**src/rtl/mtm_alu_core_pipe.sv**
```systemverilog
// Pipelined MTM ALU core: AND/OR/ADD/SUB with C/V/Z/N flags, CRC3 and error packets; MTM_ALU_EXT_OPS_EN adds XOR/SLT.
// Latency: 2 cycles from acceptance to response, one operation per cycle, responses in order.
// Backpressure: out_ready low freezes S2, then S1; in_ready drops only when both stages hold data.
module mtm_alu_core_pipe #(
  parameter int DATA_W   = 32,
  parameter int ERRCNT_W = 16
) (
  input  logic                clk,
  input  logic                rst_n,
  input  logic                in_valid,
  output logic                in_ready,
  input  logic [DATA_W-1:0]   A,
  input  logic [DATA_W-1:0]   B,
  input  logic [7:0]          CTL_in,
  output logic                out_valid,
  input  logic                out_ready,
  output logic [DATA_W-1:0]   C,
  output logic [7:0]          CTL_out,
  output logic [ERRCNT_W-1:0] err_cnt
);

  localparam int MSB = DATA_W - 1;

  localparam logic [2:0] OP_AND = 3'b000;
  localparam logic [2:0] OP_OR  = 3'b001;
  localparam logic [2:0] OP_ADD = 3'b100;
  localparam logic [2:0] OP_SUB = 3'b101;
`ifdef MTM_ALU_EXT_OPS_EN
  localparam logic [2:0] OP_XOR = 3'b010;
  localparam logic [2:0] OP_SLT = 3'b110;
`endif

  localparam logic [7:0] ERR_DATA = 8'hA5;
  localparam logic [7:0] ERR_CRC  = 8'hC9;
  localparam logic [7:0] ERR_OP   = 8'h93;

  typedef struct packed {
    logic              err;
    logic [7:0]        err_code;
    logic [DATA_W-1:0] res;
    logic              carry;
    logic              ovf;
    logic              zero;
    logic              neg;
  } s1_t;

  s1_t             s1_d;
  s1_t             s1_q;
  logic            s1_valid;
  logic            s1_en;
  logic            s2_en;
  logic [2:0]      op;
  logic [DATA_W:0] sum;
  logic [DATA_W:0] diff;
  logic [2:0]      s2_crc;

  // The deserializer already checked the packet CRC; only the error code reports it.
  logic unused_crc_nibble;
  assign unused_crc_nibble = ^CTL_in[3:0];

  assign op   = CTL_in[6:4];
  assign sum  = {1'b0, A} + {1'b0, B};
  assign diff = {1'b0, A} - {1'b0, B};

  always_comb begin
    s1_d = '0;
    if (CTL_in[7]) begin
      s1_d.err      = 1'b1;
      s1_d.err_code = (CTL_in == ERR_DATA || CTL_in == ERR_CRC) ? CTL_in : ERR_OP;
    end else begin
      case (op)
        OP_AND: s1_d.res = A & B;
        OP_OR:  s1_d.res = A | B;
        OP_ADD: begin
          s1_d.res   = sum[MSB:0];
          s1_d.carry = sum[DATA_W];
          s1_d.ovf   = (A[MSB] == B[MSB]) && (sum[MSB] != A[MSB]);
        end
        OP_SUB: begin
          // Extended subtraction leaves the borrow (A < B unsigned) in the top bit.
          s1_d.res   = diff[MSB:0];
          s1_d.carry = diff[DATA_W];
          s1_d.ovf   = (A[MSB] != B[MSB]) && (diff[MSB] != A[MSB]);
        end
`ifdef MTM_ALU_EXT_OPS_EN
        OP_XOR: s1_d.res = A ^ B;
        OP_SLT: s1_d.res = {{(DATA_W-1){1'b0}}, ($signed(A) < $signed(B))};
`endif
        default: begin
          s1_d.err      = 1'b1;
          s1_d.err_code = ERR_OP;
        end
      endcase
    end
    s1_d.zero = (s1_d.res == '0);
    s1_d.neg  = s1_d.res[MSB];
  end

  // Serial x^3+x+1 LFSR unrolled over the message, MSB first, zero seed.
  function automatic logic [2:0] crc3(input logic [DATA_W+4:0] msg);
    logic [2:0] c;
    logic       fb;
    c = 3'b000;
    for (int i = DATA_W + 4; i >= 0; i--) begin
      fb = c[2] ^ msg[i];
      c  = {c[1], c[0] ^ fb, fb};
    end
    return c;
  endfunction

  assign s2_crc = crc3({s1_q.res, 1'b0, s1_q.carry, s1_q.ovf, s1_q.zero, s1_q.neg});

  assign s2_en    = !out_valid || out_ready;
  assign s1_en    = !s1_valid || s2_en;
  assign in_ready = s1_en;

  always_ff @(posedge clk or negedge rst_n) begin
    if (!rst_n) begin
      s1_valid <= 1'b0;
      s1_q     <= '0;
    end else if (s1_en) begin
      s1_valid <= in_valid;
      if (in_valid) s1_q <= s1_d;
    end
  end

  // err_cnt counts when the error response enters S2, independent of when it leaves.
  always_ff @(posedge clk or negedge rst_n) begin
    if (!rst_n) begin
      out_valid <= 1'b0;
      C         <= '0;
      CTL_out   <= 8'h00;
      err_cnt   <= '0;
    end else if (s2_en) begin
      out_valid <= s1_valid;
      if (s1_valid) begin
        if (s1_q.err) begin
          C       <= '0;
          CTL_out <= s1_q.err_code;
          if (err_cnt != '1) err_cnt <= err_cnt + ERRCNT_W'(1);
        end else begin
          C       <= s1_q.res;
          CTL_out <= {1'b0, s1_q.carry, s1_q.ovf, s1_q.zero, s1_q.neg, s2_crc};
        end
      end
    end
  end

endmodule

```
**config.mk**
```make
export PLATFORM = sky130hd
export DESIGN_NAME = mtm_alu_core_pipe
export DESIGN_NICKNAME = d
export VERILOG_FILES = /design/src/rtl/mtm_alu_core_pipe.sv
export SDC_FILE = /design/constraint.sdc
export NUM_CORES = 1
export LEC_CHECK = 0
export CORE_UTILIZATION = 28
export CTS_CLUSTER_SIZE = 8
export DETAILED_ROUTE_END_ITERATION = 10
export SLEW_MARGIN = 20
export SYNTH_ARGS = -nofsm -noshare
export SYNTH_HDL_FRONTEND = slang
export SYNTH_SLANG_ARGS = --single-unit
```
**constraint.sdc**
```tcl
create_clock -name clk -period 2.7 [get_ports clk]
set_input_delay 0.54 -clock clk [delete_from_list [all_inputs] [get_ports clk]]
set_output_delay 0.54 -clock clk [all_outputs]
set_load 0.05 [all_outputs]
```
Yosys cells after proc, flatten, opt, wreduce, memory -nomap -nowiden --
Index checks and enable logic that the tools add are counted.
Storage, ports and cells: bits in registers 103, word-level logic and storage cells 118, bits of input ports 76, output and inout bits 58
Operators by class: eq/ne operators 10, add/sub/neg operators 3, mux-type cells 8, reduce and logical (&&, ||, !) cells 13, bitwise operators 72
Operator list (number):
- $pmux W32 S4 | 1
- $xor A1 B1 Y1 | 70
- $mux W34 | 1
- $add A32 B32 Y33 | 1
- $sub A32 B32 Y33 | 1
- $and A32 B32 Y32 | 1
- $logic_not A32 Y1 | 1
- $mux W32 | 1
- $or A32 B32 Y32 | 1
- $mux W9 | 2
- $add A16 B1 Y16 const B | 1
- $eq A8 B8 Y1 const B | 2
- $ne A16 B16 Y1 const B | 1
- $mux W8 | 1
- $mux W7 | 1
- $eq A3 B3 Y1 const B | 2
- $pmux W2 S2 | 1
- $reduce_and A2 Y1 | 2
- $reduce_and A4 Y1 | 1
- $reduce_or A4 Y1 | 1
- $eq A3 B1 Y1 const B | 1
- $logic_not A3 Y1 | 1
- $logic_or A1 B1 Y1 | 3
- $ne A1 B1 Y1 | 3
- other kinds (3) | 5

Longest topological paths before layout --
depth in word-level cells 36, mapped depth 16, gate-level depth less buffers 16

Least setup slack after synthesis --
OpenSTA, ideal clock, no wires.
kind input to register, start point in A[0], end point reg s1_q[1] (netlist name), library setup time 0.103 ns, arrival 3.279 ns, cell stages on the path 14, data required time 2.597 ns, path slack -0.682 ns, path buffers 0, path through ha_1 fa_1 a211oi_2 o21a_1 o31ai_2 o211ai_1 nand2_1 a221oi_1 o32ai_1 a31oi_1 nand4_1 nor4b_2 nand4b_1 o41ai_2
On the way: longest elaborated chain between the ends 4, elaborated cells between the ends (all ways) 7, those cells by class add/sub: 2; mux: 2; bitwise: 2; reduce/logical: 1
Ends and longest elaborated chain:
- from (decl) | RTL line 12 | input logic [DATA_W-1:0] A,
- $sub A32 B32 Y33 (tied with other cells) | RTL line 63 | assign diff = {1'b0, A} - {1'b0, B};
- $pmux W32 S4 (*) | RTL line 71 | case (op)
- $mux W34 (*) | RTL line 67 | if (CTL_in[7]) begin
- $logic_not A32 Y1 (*) | RTL line 95 | s1_d.zero = (s1_d.res == '0);
- to (signal assigned) | RTL line 120 | s1_q <= '0;
- to (signal assigned) | RTL line 123 | if (in_valid) s1_q <= s1_d;
- to (decl) | RTL line 48 | s1_t s1_q;
Mark *: on every way between the ends. The rest lies on a longest branch, timed or not. A chain may end at the register's enable or synchronous reset.

Worst setup path after layout --
Same ends and word-level chain as after synthesis.

==> metrics.cfg <==
[placed_design]
hpwl_mm = 26.1
gp_congestion = 0.940
port_buffers = 133
pre_cts_slack_ns = -1.62

[logic_synthesis]
yosysTopAreaCell = dfrtp_1
ys.flop_type = dfrtp_1
synthesis.area_mm2 = 0.00939
postSynth.asyncResetShare_pct = 100
ys_seq_elements = 101
synth_cells = 1156
synth_nets = 1331
yosysSeqAreaShare_pct = 26.9
synthTopCellsByArea = dfrtp_1 (27%), ha_1 (13%), xnor2_1 (6.5%), nand2_1 (5.0%), o21ai_0 (5.0%)
yosysWarnings = 0
syn_area_per_cell_um2 = 8.12
synth_edf_count = 0
netlist.area_leader.share_pct = 26.9
yosysUniqueCellTypes = 87

[sta]
setup_viol = 20
whs_ns = 0.161
rsz0062_at_grt = yes
period_share_pct = 128
fin_ws_ns = -0.752
worst_pin_slew_ns = 0.627
fin_skew_ns = 0.00734
timing.setup.tns_ns = -6.68
hold_viol = 0
max-slew-margin-rel_pct = 58.2
timing.fmax_mhz = 290
slew_violations = 0
min_period_ns = 3.45

[route]
routed-via-count = 10123
ant_nets = 0
drt_iter0_markers = 660
wl_per_cell_um = 16.3
vias_per_cell = 4.95
dr.pass1.iters = 5
drc = 0
drt_wl_total_mm = 33.2

[floorplanning]
rows = 66
initial_utilization_pct = 28.6
die_area_mm2 = 0.0343
core_region_area_mm2 = 0.0328
dieWidth_um = 185
die-height_um = 185
ioPinCount = 134

[cells_and_area]
nFillCells = 3160
multiInputGateArea_mm2 = 0.00758
final_cell_mix = buf_4 (313), nand2_1 (121), dfrtp_1 (101), nor2_1 (89), clkdlybuf4s50_1 (82)
antenna_cells = 0
area_growth_pct = 64.6
nNetsFinal = 1772
regArea_mm2 = 0.00253
final_common_cell = buf_4
drive_gt1_share_pct = 41.3

[critical_path]
worstRegToRegCells = 11
r2r-end = s1_q[1]
crit_buf_inv = 3
reg2reg_from = s1_valid
worstPathArrival_ns = 3.70
worstSetupPathType = primary input to flop
reg2reg_slack_ns = 0.31
cp-start-kind = primary input
end_kind = flop
path_max_fanout = 3
critPathLaunch = A[0]
crit_required_ns = 2.95
cp_num_cells = 17
crit_path_cell_trace = buf_12 -> ha_4 -> fa_2 -> a211oi_4 -> o21a_1 -> o31ai_4 -> buf_4 -> o21ai_2 -> o21ai_2 -> a31o_2 -> a211oi_2 -> nor2_1 -> xnor2_1 -> a221oi_2 -> buf_4 -> a41oi_1 -> o41ai_2
setup.worst_path.end = s1_q[1]
crit_path_top_delay_cell = fa_2
critPathTopFamily = compound AO/OA/AOI/OAI gates
max_stage_delay_ns = 0.39

[run]
max_cap_viol_count = 0

[clocking]
clockBufferDepth = 2
root_buffer = clkbuf_16
htree_levels = 3
cts_made_buffers = 9
clk_pin_slew_worst_paths_ns = 0.07
cts_sinks = 101
cts_tree = built
clk_latency_ns = 0.35

[global_route]
antenna_found_initial = 0
grt_pass1_vias = 10044
grt_pass1_wl_mm = 52.0
overflow = 0
grtUsageTotal_pct = 19.1
grt_max_degree = 78

[outcome]
violations = negative setup slack
status = complete, but fails checks

[power_and_ir_drop]
vdd_drop_max_mv = 0.406
p_per_area_mw_per_mm2 = 424
leakagePower_nw = 6.91

[min_path]
hp-class = primary input to asynchronous set/reset pin

[through the flow]
| step | instances | total power [W] | cell area [um2] | util, % |
|---|---|---|---|---|
| CTS | 2022 | 0.00640 | 14900 | 45.4 |
| global route | 2043 | 0.00691 | 15500 | 47.1 |
| global placement | 1980 | 0.00487 | 13600 | 41.5 |
| detailed placement | 1980 | 0.00492 | 13600 | 41.5 |
| floorplan | 1156 | 0.00367 | 9650 | - |
| finish | 2043 | 0.00656 | 15500 | 47.1 |
[what timing repair did]
action / 4_1_cts / 5_1_grt
pin swaps: 120 / 100
hold buffers: 0 / 0
endpoints found under the hold margin: 0 / 0
setup buffers: 40 / 33
gates cloned: 0 / 0
setup endpoints to repair: 29 / 24
resized for setup: 306 / 161
[worst register-to-register path, cell delays in order (launching register included)]
cell      delay (ns)
dfrtp_1         0.42
nand3b_1        0.12
and2_1          0.28
nand2_1         0.09
nor2_1          0.10
nand3_1         0.08
nor4_1          0.27
buf_4           0.16
nand4_1         0.10
nor4b_2         0.32
nand4b_1        0.14
o41ai_2         0.21
[how the worst min path moves through the flow]
stage	end	slack, ns	depth (start not counted)
after global routing	err_cnt[11]	0.19	1
after global placement	s1_q[42]	0.45	2
final	C[31]	0.16	1
after floorplan	CTL_out[0]	0.24	0
after detailed placement	s1_q[39]	0.46	2
after CTS	C[31]	0.17	1
[layer usage]
layer / GRT usage (%) / wire (um) / part of all wire, % / vias to the layer above
met5: 0 / 0 / 0 / -
met4: 5.62 / 825 / 2.5 / 0
met3: 1.71 / 1640 / 4.9 / 60
met2: 32.6 / 15700 / 47 / 341
met1: 25.5 / 15100 / 45 / 4818
li1: - / - / - / 4904
[registers in the layout, summed over array words and instances, names as in the netlist]
signal,count
s1_q,43
C,32
err_cnt,16
CTL_out,8
out_valid,1
s1_valid,1
[cells in the mapped netlist (9+ instances only)]
| library cell | n |
|---|---|
| nand3_1 | 16 |
| a31oi_1 | 12 |
| clkbuf_1 | 42 |
| a211oi_1 | 17 |
| nand2_1 | 125 |
| o21a_1 | 9 |
| xor2_1 | 19 |
| nor2_1 | 99 |
| a221oi_1 | 10 |
| nor2b_1 | 10 |
| ha_1 | 97 |
| o21ai_1 | 9 |
| a21o_1 | 23 |
| nand4_1 | 15 |
| xnor2_1 | 70 |
| o21bai_1 | 11 |
| o21ai_0 | 93 |
| nand2b_1 | 46 |
| buf_2 | 11 |
| inv_1 | 88 |
| a21oi_1 | 62 |
| nor3_1 | 24 |
| dfrtp_1 | 101 |
[area by class of cell]
type,count,share of cell area (%)
repair buffers,488,26.7
flip-flops and latches,101,16.4
clock buffers,12,1.66
clock inverters,3,0.138
inverters,91,2.50
well taps,442,3.58
multi-input cells,906,49.0
[power breakdown]
part	leakage (nW)	internal [W]	switching (W)
Clock	0.135	0.000670	0.000530
Combinational	5.42	0.00174	0.00182
Sequential	1.36	0.00165	0.000150
[kinds of logic (layout without fill, tap and decap cells)]
kind of cell	after synthesis	count (layout)	share of synthesized area, %
AOI/OAI and AO/OA	330	330	24.4
xor gates and xnor gates	90	90	8.54
adders and majority gates	99	99	13.4
buffers and inverters	149	594	6.26
DFF	101	101	26.9
muxes	12	12	1.36
and+or+nand+nor	375	375	19.1
No activity file was read; power rests on OpenSTA's default activity.
